$ cat src/rtl/lc1602_if.sv
// Byte-stream and nibble-writer signals of the LC1602 sequencer, bundled for port lists.
// The master side is the sequencer; the slave side is its environment (upstream + writer).
interface lc1602_if;
  logic       i_valid;
  logic       i_is_data;
  logic [7:0] i_data;
  logic       o_ready;
  logic       o_enable;
  logic [7:0] o_mosi_data;
  logic       o_data_mode;
  logic       o_send_2nd_nibble;
  logic       o_with_pulse;
  logic       i_busy;
  logic       o_init_done;
  logic       o_busy;
  logic       o_error;

  modport master (
    input  i_valid, i_is_data, i_data, i_busy,
    output o_ready, o_enable, o_mosi_data, o_data_mode, o_send_2nd_nibble,
           o_with_pulse, o_init_done, o_busy, o_error
  );

  modport slave (
    output i_valid, i_is_data, i_data, i_busy,
    input  o_ready, o_enable, o_mosi_data, o_data_mode, o_send_2nd_nibble,
           o_with_pulse, o_init_done, o_busy, o_error
  );
endinterface

$ cat src/rtl/lc1602_ctrl.sv
// HD44780 4-bit init sequencer plus byte FIFO in front of the LC1602 I2C nibble writer.
// Each write is one enable pulse; clear/home commands get their long settle delay here.
module lc1602_ctrl #(
  parameter int ONE_USEC    = 12,
  parameter int POWERUP_US  = 50000,
  parameter int FIFO_AW     = 3,
  parameter int ACK_TIMEOUT = 15
) (
  input  logic     i_clk,
  input  logic     i_rst,
  lc1602_if.master bus
);

  localparam int DEPTH = 2 ** FIFO_AW;
  localparam int TW    = $clog2(ACK_TIMEOUT + 1);

  typedef enum logic [2:0] {
    S_POWERUP, S_LOAD, S_ISSUE, S_WAIT_ACK, S_WAIT_DONE, S_DELAY, S_NEXT, S_IDLE
  } state_t;

  typedef struct packed {
    logic [7:0]  code;
    logic        snd2;
    logic [12:0] us;
  } rom_t;

  function automatic rom_t rom_entry(input logic [3:0] idx);
    case (idx)
      4'd0:    rom_entry = '{code: 8'h30, snd2: 1'b0, us: 13'd4100};
      4'd1:    rom_entry = '{code: 8'h30, snd2: 1'b0, us: 13'd100};
      4'd2:    rom_entry = '{code: 8'h30, snd2: 1'b0, us: 13'd100};
      4'd3:    rom_entry = '{code: 8'h20, snd2: 1'b0, us: 13'd100};
      4'd4:    rom_entry = '{code: 8'h28, snd2: 1'b1, us: 13'd0};
      4'd5:    rom_entry = '{code: 8'h08, snd2: 1'b1, us: 13'd0};
      4'd6:    rom_entry = '{code: 8'h01, snd2: 1'b1, us: 13'd2000};
      4'd7:    rom_entry = '{code: 8'h06, snd2: 1'b1, us: 13'd0};
      4'd8:    rom_entry = '{code: 8'h0C, snd2: 1'b1, us: 13'd0};
      default: rom_entry = '0;
    endcase
  endfunction

  // ---------------------------------------------------------------- FIFO
  logic [8:0]         mem_q [DEPTH];
  logic [FIFO_AW-1:0] wr_ptr_q, rd_ptr_q;
  logic [FIFO_AW:0]   count_q, count_d;
  logic               full, empty, push, pop;
  logic [8:0]         head;
  logic [23:0]        head_dly;

  state_t      state_q;
  logic [23:0] dly_q, post_q;
  logic [3:0]  rom_idx_q;
  logic [TW-1:0] tmo_q;
  logic        enable_q, mode_q, snd2_q, init_done_q, error_q;
  logic [7:0]  mosi_q;
  rom_t        rom;

  assign full  = (count_q == (FIFO_AW + 1)'(DEPTH));
  assign empty = (count_q == '0);
  assign push  = bus.i_valid && !full;
  assign pop   = (state_q == S_LOAD) && init_done_q && !empty;
  assign head  = mem_q[rd_ptr_q];
  assign rom   = rom_entry(rom_idx_q);

  // Clear and return-home commands need the long execution delay.
  assign head_dly = (!head[8] && (head[7:0] inside {8'h01, 8'h02, 8'h03}))
                    ? 24'(2000 * ONE_USEC) : 24'd0;

  always_comb begin
    // NOTE: default first so every path assigns count_d and no latch is inferred.
    count_d = count_q;
    case ({push, pop})
      2'b10:   count_d = count_q + 1'b1;
      2'b01:   count_d = count_q - 1'b1;
      default: count_d = count_q;
    endcase
  end

  // NOTE: storage has no reset; the pointers and count alone define what is valid.
  always_ff @(posedge i_clk) begin
    if (push) mem_q[wr_ptr_q] <= {bus.i_is_data, bus.i_data};
  end

  // NOTE: non-blocking assignments for all state so every register sees pre-edge values.
  always_ff @(posedge i_clk or posedge i_rst) begin
    if (i_rst) begin
      wr_ptr_q <= '0;
      rd_ptr_q <= '0;
      count_q  <= '0;
    end else begin
      if (push) wr_ptr_q <= wr_ptr_q + 1'b1;
      if (pop)  rd_ptr_q <= rd_ptr_q + 1'b1;
      count_q <= count_d;
    end
  end

  // ---------------------------------------------------------------- sequencer
  always_ff @(posedge i_clk or posedge i_rst) begin
    if (i_rst) begin
      state_q     <= S_POWERUP;
      dly_q       <= 24'(ONE_USEC * POWERUP_US);
      post_q      <= '0;
      rom_idx_q   <= '0;
      tmo_q       <= '0;
      enable_q    <= 1'b0;
      mosi_q      <= '0;
      mode_q      <= 1'b0;
      snd2_q      <= 1'b0;
      init_done_q <= 1'b0;
      error_q     <= 1'b0;
    end else begin
      enable_q <= 1'b0;
      case (state_q)
        S_POWERUP: begin
          if (dly_q == '0) begin
            rom_idx_q <= '0;
            state_q   <= S_LOAD;
          end else begin
            dly_q <= dly_q - 1'b1;
          end
        end
        S_LOAD: begin
          if (!init_done_q) begin
            mosi_q <= rom.code;
            mode_q <= 1'b0;
            snd2_q <= rom.snd2;
            post_q <= 24'(rom.us * ONE_USEC);
          end else begin
            mosi_q <= head[7:0];
            mode_q <= head[8];
            snd2_q <= 1'b1;
            post_q <= head_dly;
          end
          state_q <= S_ISSUE;
        end
        S_ISSUE: begin
          // The writer may still be finishing a transfer started before a reset.
          if (!bus.i_busy) begin
            enable_q <= 1'b1;
            tmo_q    <= '0;
            state_q  <= S_WAIT_ACK;
          end
        end
        S_WAIT_ACK: begin
          if (bus.i_busy) begin
            state_q <= S_WAIT_DONE;
          end else if (tmo_q == TW'(ACK_TIMEOUT - 1)) begin
            error_q <= 1'b1;
            state_q <= S_WAIT_DONE;
          end else begin
            tmo_q <= tmo_q + 1'b1;
          end
        end
        S_WAIT_DONE: begin
          if (!bus.i_busy) begin
            if (post_q == '0) begin
              state_q <= S_NEXT;
            end else begin
              dly_q   <= post_q;
              state_q <= S_DELAY;
            end
          end
        end
        S_DELAY: begin
          if (dly_q == '0) state_q <= S_NEXT;
          else             dly_q   <= dly_q - 1'b1;
        end
        S_NEXT: begin
          if (!init_done_q) begin
            if (rom_idx_q == 4'd8) begin
              init_done_q <= 1'b1;
              state_q     <= S_IDLE;
            end else begin
              rom_idx_q <= rom_idx_q + 1'b1;
              state_q   <= S_LOAD;
            end
          end else begin
            state_q <= S_IDLE;
          end
        end
        S_IDLE: begin
          if (!empty) state_q <= S_LOAD;
        end
        default: state_q <= S_IDLE;
      endcase
    end
  end

  assign bus.o_ready           = !full;
  assign bus.o_enable          = enable_q;
  assign bus.o_mosi_data       = mosi_q;
  assign bus.o_data_mode       = mode_q;
  assign bus.o_send_2nd_nibble = snd2_q;
  assign bus.o_with_pulse      = 1'b1;
  assign bus.o_init_done       = init_done_q;
  assign bus.o_error           = error_q;
  assign bus.o_busy            = !init_done_q || !empty || (state_q != S_IDLE);

endmodule

$ cat src/flat_wrapper.sv
// flat-port wrapper written by rule: the top's interface ports become plain ports
module lc1602_ctrl_flat 
#(
  parameter int ONE_USEC    = 12,
  parameter int POWERUP_US  = 50000,
  parameter int FIFO_AW     = 3,
  parameter int ACK_TIMEOUT = 15
)
  (i_clk, i_rst, bus_i_valid, bus_i_is_data, bus_i_data, bus_i_busy, bus_o_ready, bus_o_enable, bus_o_mosi_data, bus_o_data_mode, bus_o_send_2nd_nibble, bus_o_with_pulse, bus_o_init_done, bus_o_busy, bus_o_error);
  lc1602_if bus_i ();
  input  logic i_clk;
  input  logic i_rst;
  input wire logic [$bits(bus_i.i_valid)-1:0] bus_i_valid;
  input wire logic [$bits(bus_i.i_is_data)-1:0] bus_i_is_data;
  input wire logic [$bits(bus_i.i_data)-1:0] bus_i_data;
  input wire logic [$bits(bus_i.i_busy)-1:0] bus_i_busy;
  output wire logic [$bits(bus_i.o_ready)-1:0] bus_o_ready;
  output wire logic [$bits(bus_i.o_enable)-1:0] bus_o_enable;
  output wire logic [$bits(bus_i.o_mosi_data)-1:0] bus_o_mosi_data;
  output wire logic [$bits(bus_i.o_data_mode)-1:0] bus_o_data_mode;
  output wire logic [$bits(bus_i.o_send_2nd_nibble)-1:0] bus_o_send_2nd_nibble;
  output wire logic [$bits(bus_i.o_with_pulse)-1:0] bus_o_with_pulse;
  output wire logic [$bits(bus_i.o_init_done)-1:0] bus_o_init_done;
  output wire logic [$bits(bus_i.o_busy)-1:0] bus_o_busy;
  output wire logic [$bits(bus_i.o_error)-1:0] bus_o_error;
  assign bus_i.i_valid = bus_i_valid;
  assign bus_i.i_is_data = bus_i_is_data;
  assign bus_i.i_data = bus_i_data;
  assign bus_i.i_busy = bus_i_busy;
  assign bus_o_ready = bus_i.o_ready;
  assign bus_o_enable = bus_i.o_enable;
  assign bus_o_mosi_data = bus_i.o_mosi_data;
  assign bus_o_data_mode = bus_i.o_data_mode;
  assign bus_o_send_2nd_nibble = bus_i.o_send_2nd_nibble;
  assign bus_o_with_pulse = bus_i.o_with_pulse;
  assign bus_o_init_done = bus_i.o_init_done;
  assign bus_o_busy = bus_i.o_busy;
  assign bus_o_error = bus_i.o_error;
  lc1602_ctrl #(.ONE_USEC(ONE_USEC), .POWERUP_US(POWERUP_US), .FIFO_AW(FIFO_AW), .ACK_TIMEOUT(ACK_TIMEOUT)) u_core (.i_clk(i_clk), .i_rst(i_rst), .bus(bus_i));
endmodule
$ cat config.mk
export PLATFORM = sky130hd
export DESIGN_NAME = lc1602_ctrl_flat
export DESIGN_NICKNAME = d
export VERILOG_FILES = /design/src/rtl/lc1602_if.sv /design/src/rtl/lc1602_ctrl.sv /design/src/flat_wrapper.sv
export SDC_FILE = /design/constraint.sdc
export NUM_CORES = 1
export LEC_CHECK = 0
export BUFFER_PORTS_ARGS = -buffer_cell sky130_fd_sc_hd__buf_2
export CELL_PAD_IN_SITES_DETAIL_PLACEMENT = 1
export CELL_PAD_IN_SITES_GLOBAL_PLACEMENT = 2
export CORE_MARGIN = 3
export CORE_UTILIZATION = 42
export DETAILED_ROUTE_END_ITERATION = 8
export PLACE_DENSITY_LB_ADDON = 0.1
export SYNTH_ARGS = -nofsm -noshare
export SYNTH_HDL_FRONTEND = slang
export SYNTH_SLANG_ARGS = --single-unit
$ cat constraint.sdc
create_clock -name i_clk -period 2.7 [get_ports i_clk]
set_input_delay 0.54 -clock i_clk [delete_from_list [all_inputs] [get_ports i_clk]]
set_output_delay 0.54 -clock i_clk [all_outputs]
set_load 0.03 [all_outputs]
== After elaboration in Yosys (flattened, before gate mapping) ==
Memory sizes are Yosys's and may differ from the RTL's.
Cells that the tools add are included.
Cells by class
  $add $sub $neg: 7
  multiply operators: 1
  eq/ne operators: 28
  mux-type cells: 35
  bitwise logic cells: 1
  reduce and logical (&&, ||, !) cells: 25
Operators with widths (number)
  24-bit 2-to-1 mux: 4
  24-bit logical NOT: 2
  24-bit one-hot mux with 2 select lines: 1
  3-bit 2-to-1 mux: 9
  4-bit 2-to-1 mux: 6
  3-bit one-hot mux with 8 select lines: 1
  4-bit one-hot mux with 2 select lines: 3
  24-bit by 1-bit subtractor with 24-bit output, second input constant: 1
  2-bit != test, second input constant: 9
  8-bit by 2-bit == test with 1-bit output, second input constant: 2
  13-bit by 2-bit multiplier with 15-bit output, second input constant: 1
  15-bit 2-to-1 mux: 1
  4-bit by 1-bit adder with 4-bit output, second input constant: 3
  3-bit == test, second input constant: 4
  4-bit == test, second input constant: 3
  4-bit AND reduction: 3
  8-bit by 1-bit == test with 1-bit output, second input constant: 1
  1-bit 2-to-1 mux: 8
  8-bit 2-to-1 mux: 1
  2-bit nonzero test: 4
  3-bit by 1-bit adder with 3-bit output, second input constant: 2
  3-bit by 2-bit == test with 1-bit output, second input constant: 2
  6-bit AND reduction: 1
  1-bit logical AND: 4
  other kinds (16): 21
Word-level totals
  register bits: 82
  RAM bits: 72
  ROM bits: 256
  output and inout port bits: 16
  word-level logic and storage cells: 113
  memories kept: 2
Memory list
  (no name shown): words 16, width 16, read ports 1, clocked after memory_dff 0, wr ports 0, line lc1602_ctrl.sv:28  | case (idx)
  u_core.mem_q: words 8, width 9, read ports 1, clocked after memory_dff 0, wr ports 1, line lc1602_ctrl.sv:43  | logic [8:0] mem_q [DEPTH];

== Depth between registers and ports, before layout ==
An unclocked memory read counts as a cell.
  depth in word-level cells: 6
  gate-level depth with buffers: 12
  depth with buffers taken out: 11

== Worst setup path after synthesis ==
Ideal clock, no wire load.
  path kind: reg-to-reg
  start: reg u_core.count_q[1]
  end: mem u_core.mem_q[0][0], enable pin
  library setup time: 387 ps
  arrival: 2056 ps
  slack: 257 ps
  cell stages (with the launch flop): 7
  buffers on the path: 1
  period minus slack after synthesis: 2443 ps
  cell sequence: dfrtp_1 > clkbuf_1 > nor3_1 > nand2_1 > nand2_1 > or2_2 > nor3_1
On the way
  longest elaborated chain between the ends: 5
RTL lines
  start: declaration: line lc1602_ctrl.sv:45  | logic [FIFO_AW:0] count_q, count_d;
  start signal: assignment: line lc1602_ctrl.sv:93  | count_q <= count_d;
  4-bit == test: line lc1602_ctrl.sv:58  | assign full = (count_q == (FIFO_AW + 1)'(DEPTH));
  1-bit logical NOT
  named net bus_o_ready: line flat_wrapper.sv:17  | output wire logic [$bits(bus_i.o_ready)-1:0] bus_o_ready;
  1-bit logical AND: line lc1602_ctrl.sv:60  | assign push = bus.i_valid && !full;
  1-bit 2-to-1 mux: line lc1602_ctrl.sv:81  | if (push) mem_q[wr_ptr_q] <= {bus.i_is_data, bus.i_data};
  1-bit 2-to-1 mux (implied by the code): line lc1602_ctrl.sv:81
  end: declaration: line lc1602_ctrl.sv:43
The timed path passes the listed nets, and every way through them passes these cells.

== Worst setup path in the final report ==
  start: reg u_core.dly_q[11]
  end: reg u_core.dly_q[14]
On the way
  longest elaborated chain between the ends: 3
  elaborated cells between the ends (all ways): 6
RTL lines
  start: declaration: line lc1602_ctrl.sv:51  | logic [23:0] dly_q, post_q;
  start signal: assignment: line lc1602_ctrl.sv:101  | dly_q <= 24'(ONE_USEC * POWERUP_US);
  start signal: assignment: line lc1602_ctrl.sv:119  | dly_q <= dly_q - 1'b1;
  start signal: assignment: line lc1602_ctrl.sv:159  | dly_q <= post_q;
  24-bit by 1-bit subtractor with 24-bit output / 24-bit logical NOT (equally long branches)
  24-bit 2-to-1 mux / 2-bit != test (equally long branches)
  24-bit one-hot mux with 2 select lines / 4-bit AND reduction (equally long branches)
Parallel ways exist; a longest one is shown, timed or not. The select of a mux whose other input is x is not followed.
A chain may end at the register's enable or synchronous reset.

==> out/metrics.yaml <==
drive_gt1_share_pct: 21.9
nNetsFinal: 668
cts-htree-levels: 4
ys_seq_elements: 139
path_delay_family: "simple AND/OR/NAND/NOR gates"
p_leak_nw: 3.11
ant_nets: 0
antenna_found_initial: 0
slowest_stage: "or3_1"
finalMaxSlewViolations: 0
power_density_nw_per_um2: 1030
p_int_mw: 5.28
drt_wl_total_um: 17000
hpwl_um: 12100
min_period_ps: 2580
cp_num_buf_inv: 0
path_max_fanout: 7
post_drt_wl_per_cell_um: 19.8
switching_share_pct: 36.0
async_flop_share_pct: 48.2
portBuffers: 27
synth_cell_type_count: 63
timing.final.ws_setup_ps: 120
path_class: "reg -> reg"
tns_ps: 0
vias: 4852
worstPathCellList: "or4_4 > or3_1 > or3_1 > o21ai_4 > nor4_1 > o22ai_1"
hold_buffers: 0
setup_viol: 0
setup.worst_path.start_class: "flip-flop"
start_util_pct: 43.7
clockBufferDepth: 2
syn_avg_cell_area_um2: 11.7
drt_iter0_drc: 218
cts_tree: "done"
yosysSeqAreaShare_pct: 56.9
grt_overflow: 0
yosys_most_used_dff: "edfxtp_1"
relSlewSlack_pct: 65.4
cp_data_required_time_ps: 3040
cts.repair.resized: 0
power_switching_mw: 2.97
cpMostUsedCell: "or3_1"
clock_sinks: 139
antenna_cells: 0
fp-row-count: 45
p_seq_share_pct: 39.0
tightest_slew_ps: 515
p_clk_share_pct: 29.5
hp-class: "in -> async"
timing.fmax_mhz: 388
end_kind: "flip-flop"
min_period_over_period_pct: 95.6
hold_viol_final: 0
clockRootBuffer: "clkbuf_16"
peakVddDrop_mv: 0.575
arrival_ps: 2920
instances_no_fill: 859
die_x_um: 133
syn_inst: 579
cts_setup_buffers: 0
cap_violations: 0
syn_area_um2: 6760
grt_pass1_wl_um: 28300
gp_congestion: 0.782
die_h_um: 133
firstDrtPassIters: 4
p_comb_share_pct: 31.4
rsz0062_at_grt: "no"
total_power_mw: 8.25
post-place-ws_ps: 144
grt_max_degree: 68
path_clk_slew_ps: 70
syn_to_final_growth_pct: 18.0
synth-edff-count: 72
dp_cells: 827
cts_made_buffers: 17
vias_per_cell: 5.65
fill_cells: 1639
core_um2: 15500
cpPeakStageDelay_ps: 570
num_io_pins: 29
fin_skew_ps: 13.7
post-route-util_pct: 51.5
syn_nets: 612
grt_use_total_pct: 20.6
clk_latency_ps: 430
yosys_warnings: 0
dieArea_um2: 17700
grt_pass1_vias: 5156
remaining_drc_errors: 0
status: "completed"
==> layout by cell type (no fill, tap or decap), types with 5 or more instances in the layout <==
master     synthesis  layout
a31oi_1            7       7
edfxtp_1          72      72
nand2_1           44      44
mux2_2             7       7
or3_1              6       6
buf_2              3      27
inv_6              0       5
o21ai_0           32      32
nand4_1            8       8
ha_1              19      19
nor3_1            25      25
dfrtp_1           59      59
inv_1             16      15
buf_4              1      39
dfstp_2            8       8
nor2_1            58      57
nor4_1            10      10
and3_1             7       7
xor2_1             8       8
clkbuf_16          0      17
mux2i_1            8       8
nor2b_1            7       7
a21oi_1           33      33
o31ai_1            5       5
xnor2_1           16      16
nand3_1           14      14
mux4_2            17      17
nand2b_1           9       9
==> flip-flops by register name, indices dropped and copies added, names as in the netlist <==
register	flops
u_core.bus.o_data_mode	1
u_core.bus.o_enable	1
u_core.bus.o_error	1
u_core.bus.o_init_done	1
u_core.bus.o_mosi_data	8
u_core.bus.o_send_2nd_nibble	1
u_core.count_q	4
u_core.dly_q	24
u_core.mem_q	72
u_core.post_q	9
u_core.rd_ptr_q	3
u_core.rom_idx_q	4
u_core.state_q	3
u_core.tmo_q	4
u_core.wr_ptr_q	3
==> synthesized netlist by cell type, types with 9 or more instances <==
cell / instances / area share, %
nand2_1: 44 / 2.4
dfrtp_1: 59 / 22
a21oi_1: 33 / 2.4
nor3_1: 25 / 1.9
ha_1: 19 / 3.5
clkbuf_1: 25 / 1.4
inv_1: 16 / 0.89
o21ai_0: 32 / 2.4
nor2_1: 58 / 3.2
mux4_2: 17 / 5.7
nor4_1: 10 / 0.93
nand2b_1: 9 / 0.83
nand3_1: 14 / 1.0
xnor2_1: 16 / 2.1
edfxtp_1: 72 / 32
==> metal layers <==
metal / global-route usage [%] / vias up / routed length, um
met4: 6.18 / 0 / 207
met3: 4.90 / 14 / 506
li1: - / 2263 / -
met2: 31.5 / 61 / 8080
met1: 29.2 / 2514 / 8190
met5: 0 / - / 0
==> through the flow <==
| step | hold slack, ps | area [um^2] |
|---|---|---|
| floorplan | 462 | 6760 |
| global placement | 446 | 7360 |
| detailed placement | 454 | 7360 |
| CTS | 195 | 7980 |
| global route | 213 | 7980 |
| finish | 181 | 7980 |
==> path summary, 6_finish.rpt <==
path / to / depth (start not counted) / slack [ps] / startpoint
worst max-delay path: u_core.dly_q[14] / 6 / 120 / u_core.dly_q[11]
worst min-delay path: u_core.tmo_q[1] / 3 / 180 / i_rst
worst max register to register: u_core.dly_q[14] / 6 / 120 / u_core.dly_q[11]
worst min register to register: u_core.bus.o_error / 1 / 460 / u_core.bus.o_error
max in group asynchronous: u_core.dly_q[16] / 3 / 2150 / i_rst
min in group i_clk: u_core.mem_q[5][3] / 1 / 390 / bus_i_data[3]
==> power groups by stage <==
stage | Sequential, mW | Combinational, mW | Clock (mW)
2_1_floorplan | 3.19 | 1.73 | 0
3_3_place_gp | 3.23 | 2.53 | 0
3_5_place_dp | 3.26 | 2.60 | 0
4_1_cts | 3.22 | 2.62 | 2.50
5_1_grt | 3.30 | 2.96 | 2.60
6_report | 3.22 | 2.59 | 2.43
==> final cells by class <==
cell class,count,area [um^2],share of cell area [%]
Inverter,16,60.1,0.753
Sequential cell,139,3850,48.2
Clock inverter,15,188,2.35
Clock buffer,17,425,5.33
Multi-Input combinational cell,393,2730,34.2
Tap cell,211,264,3.31
Timing Repair Buffer,68,468,5.86
==> worst min-delay path: cells and delay by family <==
family / cells / cell delay [ps]
buffers and inverters: 3 / 480
==> kinds of logic after synthesis <==
kind of cell / Yosys count / synth area share (%)
flip-flops: 139 / 56.9
AND/OR/NAND/NOR: 210 / 15.7
adder cells (fa/ha/maj): 20 / 3.81
buffers and inverters: 47 / 2.83
multiplexers: 32 / 8.01
AO/OA/AOI/OAI: 106 / 9.58
other: 1 / 0.0555
XOR/XNOR: 24 / 3.11
Power figures use the tool's default switching activity.
